===== config.mk =====
export PLATFORM = sky130hd
export DESIGN_NAME = mux_rr_arbiter_flat
export DESIGN_NICKNAME = d
export VERILOG_FILES = /design/src/rtl/mux_rr_arbiter_if.sv /design/src/rtl/mux_rr_arbiter.sv /design/src/flat_wrapper.sv
export SDC_FILE = /design/constraint.sdc
export NUM_CORES = 1
export LEC_CHECK = 0
export CORE_ASPECT_RATIO = 1.4
export CORE_MARGIN = 3
export CORE_UTILIZATION = 40
export CTS_CLUSTER_SIZE = 28
export DETAILED_ROUTE_END_ITERATION = 10
export PLACE_DENSITY_LB_ADDON = 0.15
export SETUP_SLACK_MARGIN = 0.3
export SLEW_MARGIN = 30
export SYNTH_ARGS = -nofsm -noshare
export SYNTH_HDL_FRONTEND = slang
export SYNTH_SLANG_ARGS = --single-unit

===== constraint.sdc =====
create_clock -name clk -period 2.3 [get_ports clk]
set_input_delay 0.46 -clock clk [delete_from_list [all_inputs] [get_ports clk]]
set_output_delay 0.46 -clock clk [all_outputs]
set_load 0.005 [all_outputs]

===== src/rtl/mux_rr_arbiter_if.sv =====
// Handshake bundle between four lane requesters, the arbiter and the downstream sink.
interface mux_rr_arbiter_if #(
   parameter int WIDTH = 4
);
   logic [3:0]       req;
   logic [WIDTH-1:0] a;
   logic [WIDTH-1:0] b;
   logic [WIDTH-1:0] c;
   logic [WIDTH-1:0] d;
   logic [3:0]       ack;
   logic [3:0]       grant;
   logic [1:0]       sel;
   logic [WIDTH-1:0] out_data;
   logic             out_valid;
   logic             out_ready;
   logic             timeout;

   modport master (
      output req, a, b, c, d, out_ready,
      input  ack, grant, sel, out_data, out_valid, timeout
   );

   modport slave (
      input  req, a, b, c, d, out_ready,
      output ack, grant, sel, out_data, out_valid, timeout
   );
endinterface


===== src/rtl/mux_rr_arbiter.sv =====
// Round-robin arbiter for the shared 4-to-1 lane mux with registered output word,
// valid/ready handoff and optional stall timeout.
//
// state | meaning
// IDLE  | no word held; arbitrate from ptr when any req is high
// BUSY  | out_data holds an unconsumed word owned by lane sel
module mux_rr_arbiter #(
   parameter int WIDTH   = 4,
   parameter int TIMEOUT = 0
) (
   input logic              clk,
   input logic              rst,
   mux_rr_arbiter_if.slave  bus
);
   localparam int CW = (TIMEOUT > 0) ? $clog2(TIMEOUT + 1) : 1;
   localparam logic [CW-1:0] CNT_LAST = CW'((TIMEOUT > 0) ? TIMEOUT - 1 : 0);

   typedef enum logic {IDLE, BUSY} state_t;

   state_t           state;
   logic [1:0]       ptr;
   logic [1:0]       sel_q;
   logic [WIDTH-1:0] data_q;
   logic             valid_q;
   logic [3:0]       grant_q;
   logic [3:0]       ack_q;
   logic             timeout_q;
   logic [CW-1:0]    cnt;

   logic [1:0]       arb_base;
   logic [1:0]       win;
   logic [WIDTH-1:0] lane_mux;
   logic             do_load;

   function automatic logic [1:0] pick(input logic [3:0] r, input logic [1:0] base);
      logic [1:0] idx;
      pick = base;
      // scan farthest-first so the nearest requester after base wins
      for (int k = 3; k >= 0; k--) begin
         idx = base + 2'(k);
         if (r[idx]) pick = idx;
      end
   endfunction

   always_comb begin
      arb_base = (state == BUSY) ? sel_q + 2'd1 : ptr;
      win      = pick(bus.req, arb_base);
      case (win)
         2'd0:    lane_mux = bus.a;
         2'd1:    lane_mux = bus.b;
         2'd2:    lane_mux = bus.c;
         default: lane_mux = bus.d;
      endcase
      do_load = (|bus.req) && ((state == IDLE) || bus.out_ready);
   end

   always_ff @(posedge clk or posedge rst) begin
      if (rst) begin
         state     <= IDLE;
         ptr       <= 2'd0;
         sel_q     <= 2'd0;
         data_q    <= '0;
         valid_q   <= 1'b0;
         grant_q   <= 4'b0;
         ack_q     <= 4'b0;
         timeout_q <= 1'b0;
         cnt       <= '0;
      end else begin
         ack_q     <= 4'b0;
         timeout_q <= 1'b0;
         if (state == BUSY && bus.out_ready) ptr <= sel_q + 2'd1;
         if (do_load) begin
            sel_q   <= win;
            data_q  <= lane_mux;
            valid_q <= 1'b1;
            grant_q <= 4'(1) << win;
            ack_q   <= 4'(1) << win;
            cnt     <= '0;
            state   <= BUSY;
         end else if (state == BUSY) begin
            if (bus.out_ready) begin
               valid_q <= 1'b0;
               grant_q <= 4'b0;
               cnt     <= '0;
               state   <= IDLE;
            end else if (TIMEOUT > 0) begin
               if (cnt == CNT_LAST) begin
                  valid_q   <= 1'b0;
                  grant_q   <= 4'b0;
                  timeout_q <= 1'b1;
                  ptr       <= sel_q + 2'd1;
                  cnt       <= '0;
                  state     <= IDLE;
               end else begin
                  cnt <= cnt + CW'(1);
               end
            end
         end
      end
   end

   assign bus.ack       = ack_q;
   assign bus.grant     = grant_q;
   assign bus.sel       = sel_q;
   assign bus.out_data  = data_q;
   assign bus.out_valid = valid_q;
   assign bus.timeout   = timeout_q;
endmodule


===== src/flat_wrapper.sv =====
// flat-port wrapper written by rule: the top's interface ports become plain ports
module mux_rr_arbiter_flat 
#(
   parameter int WIDTH   = 4,
   parameter int TIMEOUT = 0
)
  (clk, rst, bus_req, bus_a, bus_b, bus_c, bus_d, bus_out_ready, bus_ack, bus_grant, bus_sel, bus_out_data, bus_out_valid, bus_timeout);
  mux_rr_arbiter_if #(.WIDTH(WIDTH)) bus_i ();
  input logic clk;
  input logic rst;
  input wire logic [$bits(bus_i.req)-1:0] bus_req;
  input wire logic [$bits(bus_i.a)-1:0] bus_a;
  input wire logic [$bits(bus_i.b)-1:0] bus_b;
  input wire logic [$bits(bus_i.c)-1:0] bus_c;
  input wire logic [$bits(bus_i.d)-1:0] bus_d;
  input wire logic [$bits(bus_i.out_ready)-1:0] bus_out_ready;
  output wire logic [$bits(bus_i.ack)-1:0] bus_ack;
  output wire logic [$bits(bus_i.grant)-1:0] bus_grant;
  output wire logic [$bits(bus_i.sel)-1:0] bus_sel;
  output wire logic [$bits(bus_i.out_data)-1:0] bus_out_data;
  output wire logic [$bits(bus_i.out_valid)-1:0] bus_out_valid;
  output wire logic [$bits(bus_i.timeout)-1:0] bus_timeout;
  assign bus_i.req = bus_req;
  assign bus_i.a = bus_a;
  assign bus_i.b = bus_b;
  assign bus_i.c = bus_c;
  assign bus_i.d = bus_d;
  assign bus_i.out_ready = bus_out_ready;
  assign bus_ack = bus_i.ack;
  assign bus_grant = bus_i.grant;
  assign bus_sel = bus_i.sel;
  assign bus_out_data = bus_i.out_data;
  assign bus_out_valid = bus_i.out_valid;
  assign bus_timeout = bus_i.timeout;
  mux_rr_arbiter #(.WIDTH(WIDTH), .TIMEOUT(TIMEOUT)) u_core (.clk(clk), .rst(rst), .bus(bus_i));
endmodule

==> impl_metrics.toml, run 1 <==
[run_status]
outcome = "finished, final reports clean"

[synth]
synth-seq-cells = 18
yosysWarnings = 0
synth_area_sq_um = 957
synth-seq-area-share_pct = 47.1
synth_top_area_cell = "dfrtp_1"
async_reset_ff_share_pct = 100
synth_cell_types = 31
ys_top_cells_by_area = "dfrtp_1 47%, mux2i_1 9.4%, nand2_1 7.1%"
ys.flop_type = "dfrtp_1"
synth_nets = 122
yosysTopAreaCellShare_pct = 47.1
syn_area_per_cell_sq_um = 9.67
netlist_instances = 99
synth-edff-count = 0

[placement]
post-place-ws_ns = -0.0446
placed_area_sq_um = 1380
numPortBuffers = 37
gp_congestion = 0.739
post-dp-hpwl_mm = 1.89

[floorplan]
dieArea_sq_um = 3020
io-pin-count = 39
core_sq_um = 2230
chipWidth_um = 47.3
start_util_pct = 43.0
die_height_um = 63.9
rows = 20

[critical_path]
worstPathArrival_ns = 2.09
crit_chain = "nand2b_4, a31o_1, a221oi_2, and2_4, mux2i_1, o221ai_1"
cp_slowest_cell = "dfrtp_2"
critical_path_class = "reg -> reg"
r2r_end = "u_core.bus.out_data[0]"
startpoint_type = "flop"
critPathMaxStageDelay_ns = 0.49
r2r_setup_slack_ns = 0.38
r2r_start = "u_core.state"
required_ns = 2.46
path_max_fanout = 8
worstRegToRegCells = 6
end_kind = "flop"

[clock_tree]
clk_latency_ns = 0.29
cts_made_buffers = 3
cts.sink_count = 18
cts_tree = "done"
clkTransAtPathRegs_ns = 0.10
clock_path_buffers = 2
hold_buffers = 0
cts-root-buf = "clkbuf_4"
ctsHtreeMaxLevel = 1

[layout]
nets = 168
layout-drive-gt1-share_pct = 18.2
fin_util_pct = 64.7
area_growth_pct = 50.6
fill_cells = 208
final_area_sq_um = 1440
diodes = 0

[sta]
max_freq_mhz = 520
worstMarginPinSlew_ns = 0.715
final.setup_skew_ns = 0.00346
finalCriticalPeriod_ns = 1.92
finalHoldWorstSlack_ns = 0.504
slew_viol_final = 0
setup-violations-final = 0
timing_hold_violations_final = 0
rsz0062_at_grt = "false"
layout_setup_ws_ns = 0.377
slew_headroom_pct = 52.3
fin_tns_setup_ns = 0
finalCritPeriodShare_pct = 83.6

[global_routing]
grtUsageTotal_pct = 17.2
grt_pass1_vias = 890
overflow = 0
grt_max_degree = 19
antenna_found_initial = 0
grt_pass1_wl_mm = 3.85

[pwr]
powerDensity_nw_per_um2 = 1030
leakage_nw = 0.632
irDropWorstVdd_mv = 0.470

[detailed_routing]
dr_total_vias = 906
wl_mm = 2.42
ant_nets = 0
firstDrtPassIters = 4
drc_errors = 0
routedWlPerCell_um = 14.7
drt_iter0_drc = 9
viasPerCell = 5.49

[hold_path]
hold_depth = 2
hp-start = "u_core.bus.out_data[0]"
min_to = "u_core.bus.out_data[0]"
hold_class = "reg -> reg"

[flow_run]
cap_violations = 0
[metal layers]
layer	part of all wire, %	up-vias	global-route usage [%]
met5	0	-	0
met4	1.4	0	6.23
met3	4.5	4	2.54
met2	52	25	29.7
met1	42	432	20.4
li1	-	445	-
[power breakdown]
group	switching (mW)	internal, mW	total, mW
clock	0.0928	0.0608	0.154
combinational	0.333	0.460	0.793
sequential	0.0940	0.438	0.532
total	0.520	0.959	1.48
[worst max-delay path, delay by kind of cell, from the launching register on]
family / cells / cell delay (ns)
AO/OA/AOI/OAI: 3 / 0.64
flip-flops: 1 / 0.49
multiplexers: 1 / 0.21
AND/OR/NAND/NOR: 2 / 0.46
[flip-flops by register name, summed over array words and instances (netlist names)]
signal	cells
u_core.bus.out_valid	1
u_core.bus.sel	2
u_core.state	1
u_core.bus.out_data	4
u_core.bus.ack	4
u_core.ptr	2
u_core.bus.grant	4
[final cells by class]
class                      instances  area [sq um]  share of cell area, %
clock buffer                       3          22.5                   1.56
timing repair buffer              44           423                   29.3
multi-input combinational         75           504                   35.0
inverter                           3          11.3                  0.781
tap                               22          27.5                   1.91
sequential                        18           453                   31.4
[stage by stage]
| step | std cells | power (mW) |
|---|---|---|
| after floorplan | 99 | 0.927 |
| after global placement | 161 | 1.27 |
| after detailed placement | 161 | 1.28 |
| after CTS | 164 | 1.45 |
| after global routing | 165 | 1.59 |
| final | 165 | 1.48 |
[worst max-delay path by stage]
stage,from,end,cells after the start
finish,u_core.state,u_core.bus.out_data[0],6
global placement,bus_req[3],u_core.bus.out_data[2],6
floorplan,u_core.bus.sel[0],u_core.bus.out_data[0],7
detailed placement,bus_req[3],u_core.bus.out_data[0],6
CTS,u_core.state,u_core.bus.out_data[0],6
global route,u_core.state,u_core.bus.out_data[2],6
[cell usage in the layout, fill, tap and decap left out, types with 2 or more instances in the layout]
| cell type | instances |
|---|---|
| o21ai_1 | 2 |
| clkdlybuf4s50_1 | 37 |
| nand2_2 | 3 |
| nor2_2 | 2 |
| clkbuf_4 | 3 |
| mux2i_1 | 9 |
| o21ai_0 | 4 |
| dfrtp_2 | 2 |
| o221ai_1 | 7 |
| nand2_1 | 16 |
| buf_4 | 7 |
| dfrtp_1 | 16 |
| nand2b_4 | 2 |
| a31oi_1 | 2 |
| nor2b_1 | 3 |
| inv_1 | 3 |
| or2_2 | 2 |
| nor2_1 | 8 |
[cells in the mapped netlist, types with 2 or more instances]
cell type,number
dfrtp_1,18
nand2_1,18
o21ai_0,5
o221ai_1,7
nor2_1,9
a31oi_1,2
mux2i_1,9
inv_1,3
or2_2,2
nor2b_1,3
nand2b_1,3
[kinds of logic after synthesis]
logic type | count (synthesis) | share of synthesized area (%)
flops | 18 | 47.1
xor+xnor | 1 | 0.915
other cells | 1 | 0.392
simple gates | 40 | 19.6
compound gates | 24 | 19.0
buf+inv | 6 | 3.66
mux | 9 | 9.41
[what timing repair did]
item / CTS / global route
gates resized for setup: 2 / 10
buffers inserted: 0 / 1
endpoints found under the setup margin: 9 / 6
pin swaps: 0 / 1
No activity file was read; power rests on OpenSTA's default activity.
==> run 2, diff against run 1 <==
- CORE_UTILIZATION: 40 -> 38
- clock period: 2.3 -> 1.7 ns (I/O delays scaled with it)
==> run 2 against run 1 <==
Effect of this change: core utilization increased by 16 points; hold slack lost 0.15 ns; first-iteration DRC count is 56% higher; the run now ends with negative setup slack left; die area is 4.7% higher; largest power group unchanged; fmax is 3.3% higher; clock power rose by 77%; sequential power increased by 36%; count of clock-buffer cells in the layout increased by 1; routed wire length increased by 32%; global-route usage grew 3.5 points; flip-flop and latch count unchanged; via count increased by 15%.
==> impl_metrics.toml, run 2 (synthesis gave the netlist of run 1 again) <==
[clock_tree]
cts-root-buf = "clkbuf_4"
clkTransAtPathRegs_ns = 0.10
hold_buffers = 0
ctsHtreeMaxLevel = 1
cts_tree = "done"
cts_made_buffers = 3
clock_path_buffers = 2
cts.sink_count = 18
clk_latency_ns = 0.30

[critical_path]
startpoint_type = "flop"
worstPathArrival_ns = 2.05
required_ns = 1.89
r2r_setup_slack_ns = -0.16
end_kind = "flop"
r2r_end = "u_core.bus.out_data[3]"
critical_path_class = "reg -> reg"
path_max_fanout = 5
r2r_start = "u_core.state"
worstRegToRegCells = 7

[global_routing]
grtUsageMet3_pct = 2.95
grtUsageTotal_pct = 20.7
grt_max_degree = 19
grt_pass1_wl_mm = 4.96
gr-usage-met2_pct = 41.4
grt_pass1_vias = 1131
met1_usage_pct = 19.3
antenna_found_initial = 0
grt.busiest_layer = "met2"
overflow = 0

[sta]
setup-violations-final = 11
final.setup_skew_ns = 0.00224
timing_hold_violations_final = 0
layout_setup_ws_ns = -0.161
max_freq_mhz = 537
finalCriticalPeriod_ns = 1.86
finalCritPeriodShare_pct = 109
rsz0062_at_grt = "true"
slew_viol_final = 0

[floorplan]
die_height_um = 65.4
dieArea_sq_um = 3170
core_sq_um = 2280
rows = 20
start_util_pct = 42.0
io-pin-count = 39
chipWidth_um = 48.4

[placement]
post-dp-hpwl_mm = 2.22
placed_area_sq_um = 1540
gp_congestion = 0.741
placed_cells = 188
numPortBuffers = 37

[pwr]
leakage_nw = 0.861
irDropWorstVdd_mv = 0.959
powerDensity_nw_per_um2 = 1410

[detailed_routing]
drt_iter0_drc = 14
ant_nets = 0
routedWlPerCell_um = 15.5
drc_errors = 0
wl_mm = 3.19
viasPerCell = 5.06
dr_total_vias = 1043
firstDrtPassIters = 4

[flow_run]
cap_violations = 0

[layout]
diodes = 0
final_cell_mix = "26 x buf_4, 18 x clkdlybuf4s50_1, 16 x dlygate4sd2_1"
area_growth_pct = 91.2
fill_cells = 143
fin_util_pct = 80.4
layout-drive-gt1-share_pct = 42.2
instances_no_fill = 206
final_area_sq_um = 1830
final_common_cell = "buf_4"
nets = 197

[hold_path]
hold_class = "in -> async"

[run_status]
outcome = "complete, but fails checks"
violations = "negative setup slack"
[run 2: cell types whose count changed in the layout (fill, tap and decap cells not counted), sizes merged]
cell | before | now
buf | 7 | 37
clkdlybuf4s50 | 37 | 18
dlygate4sd2 | 0 | 16
clkbuf | 3 | 5
clkdlybuf4s15 | 0 | 1
[run 2: worst max-delay path by stage]
stage          slack, ns                endpoint          from  depth (start not counted)
3_3_place_gp       -0.35  u_core.bus.out_data[1]    bus_req[3]                          8
4_1_cts            -0.18  u_core.bus.out_data[0]  u_core.state                          7
5_1_grt            -0.27  u_core.bus.out_data[0]  u_core.state                          7
2_1_floorplan     -0.008  u_core.bus.out_data[0]  u_core.state                          8
6_report           -0.16  u_core.bus.out_data[3]  u_core.state                          7
3_5_place_dp       -0.44  u_core.bus.out_data[0]    bus_req[3]                          8
[run 2: stage by stage]
step           power (mW)  setup WS [ns]  hold WS (ns)  setup TNS [ns]
6_report             2.57         -0.161         0.351           -1.13
5_1_grt              2.73         -0.269         0.355           -2.36
4_1_cts              2.37         -0.181         0.356           -1.23
3_5_place_dp         1.97         -0.443         0.493           -4.69
3_3_place_gp         1.94         -0.347         0.475           -3.96
2_1_floorplan        1.31       -0.00824         0.279         -0.0330
[run 2: timing repair]
item / in CTS / in global routing
gates resized for setup: 48 / 17
pin swaps: 6 / 7
endpoints found under the setup margin: 31 / 16
buffers inserted: 9 / 5
[run 2: report_power, final]
group	switching (mW)	internal [mW]	total, mW
logic	0.649	0.926	1.57
clock network	0.141	0.131	0.272
registers	0.131	0.595	0.726
[run 2: worst max-delay path, stage by stage (launching register included)]
cell	delay [ns]
dfrtp_2	0.46
buf_6	0.13
a22o_1	0.23
a221oi_2	0.30
and2_4	0.20
buf_6	0.11
mux2i_1	0.18
o221ai_1	0.13
[run 2: routing by layer]
layer	wire length (um)	share of wire, %
met5	0	0
met4	110	3.5
met1	1100	34
met3	154	4.8
met2	1830	57
[run 2: layout make-up]
cell class,count,area [sq um],area share [%]
Tap cell,33,41.3,2.26
Inverter,3,11.3,0.615
Sequential cell,18,454,24.8
Timing Repair Buffer,73,654,35.7
Clock buffer,4,36.3,1.98
Multi-Input combinational cell,75,633,34.6
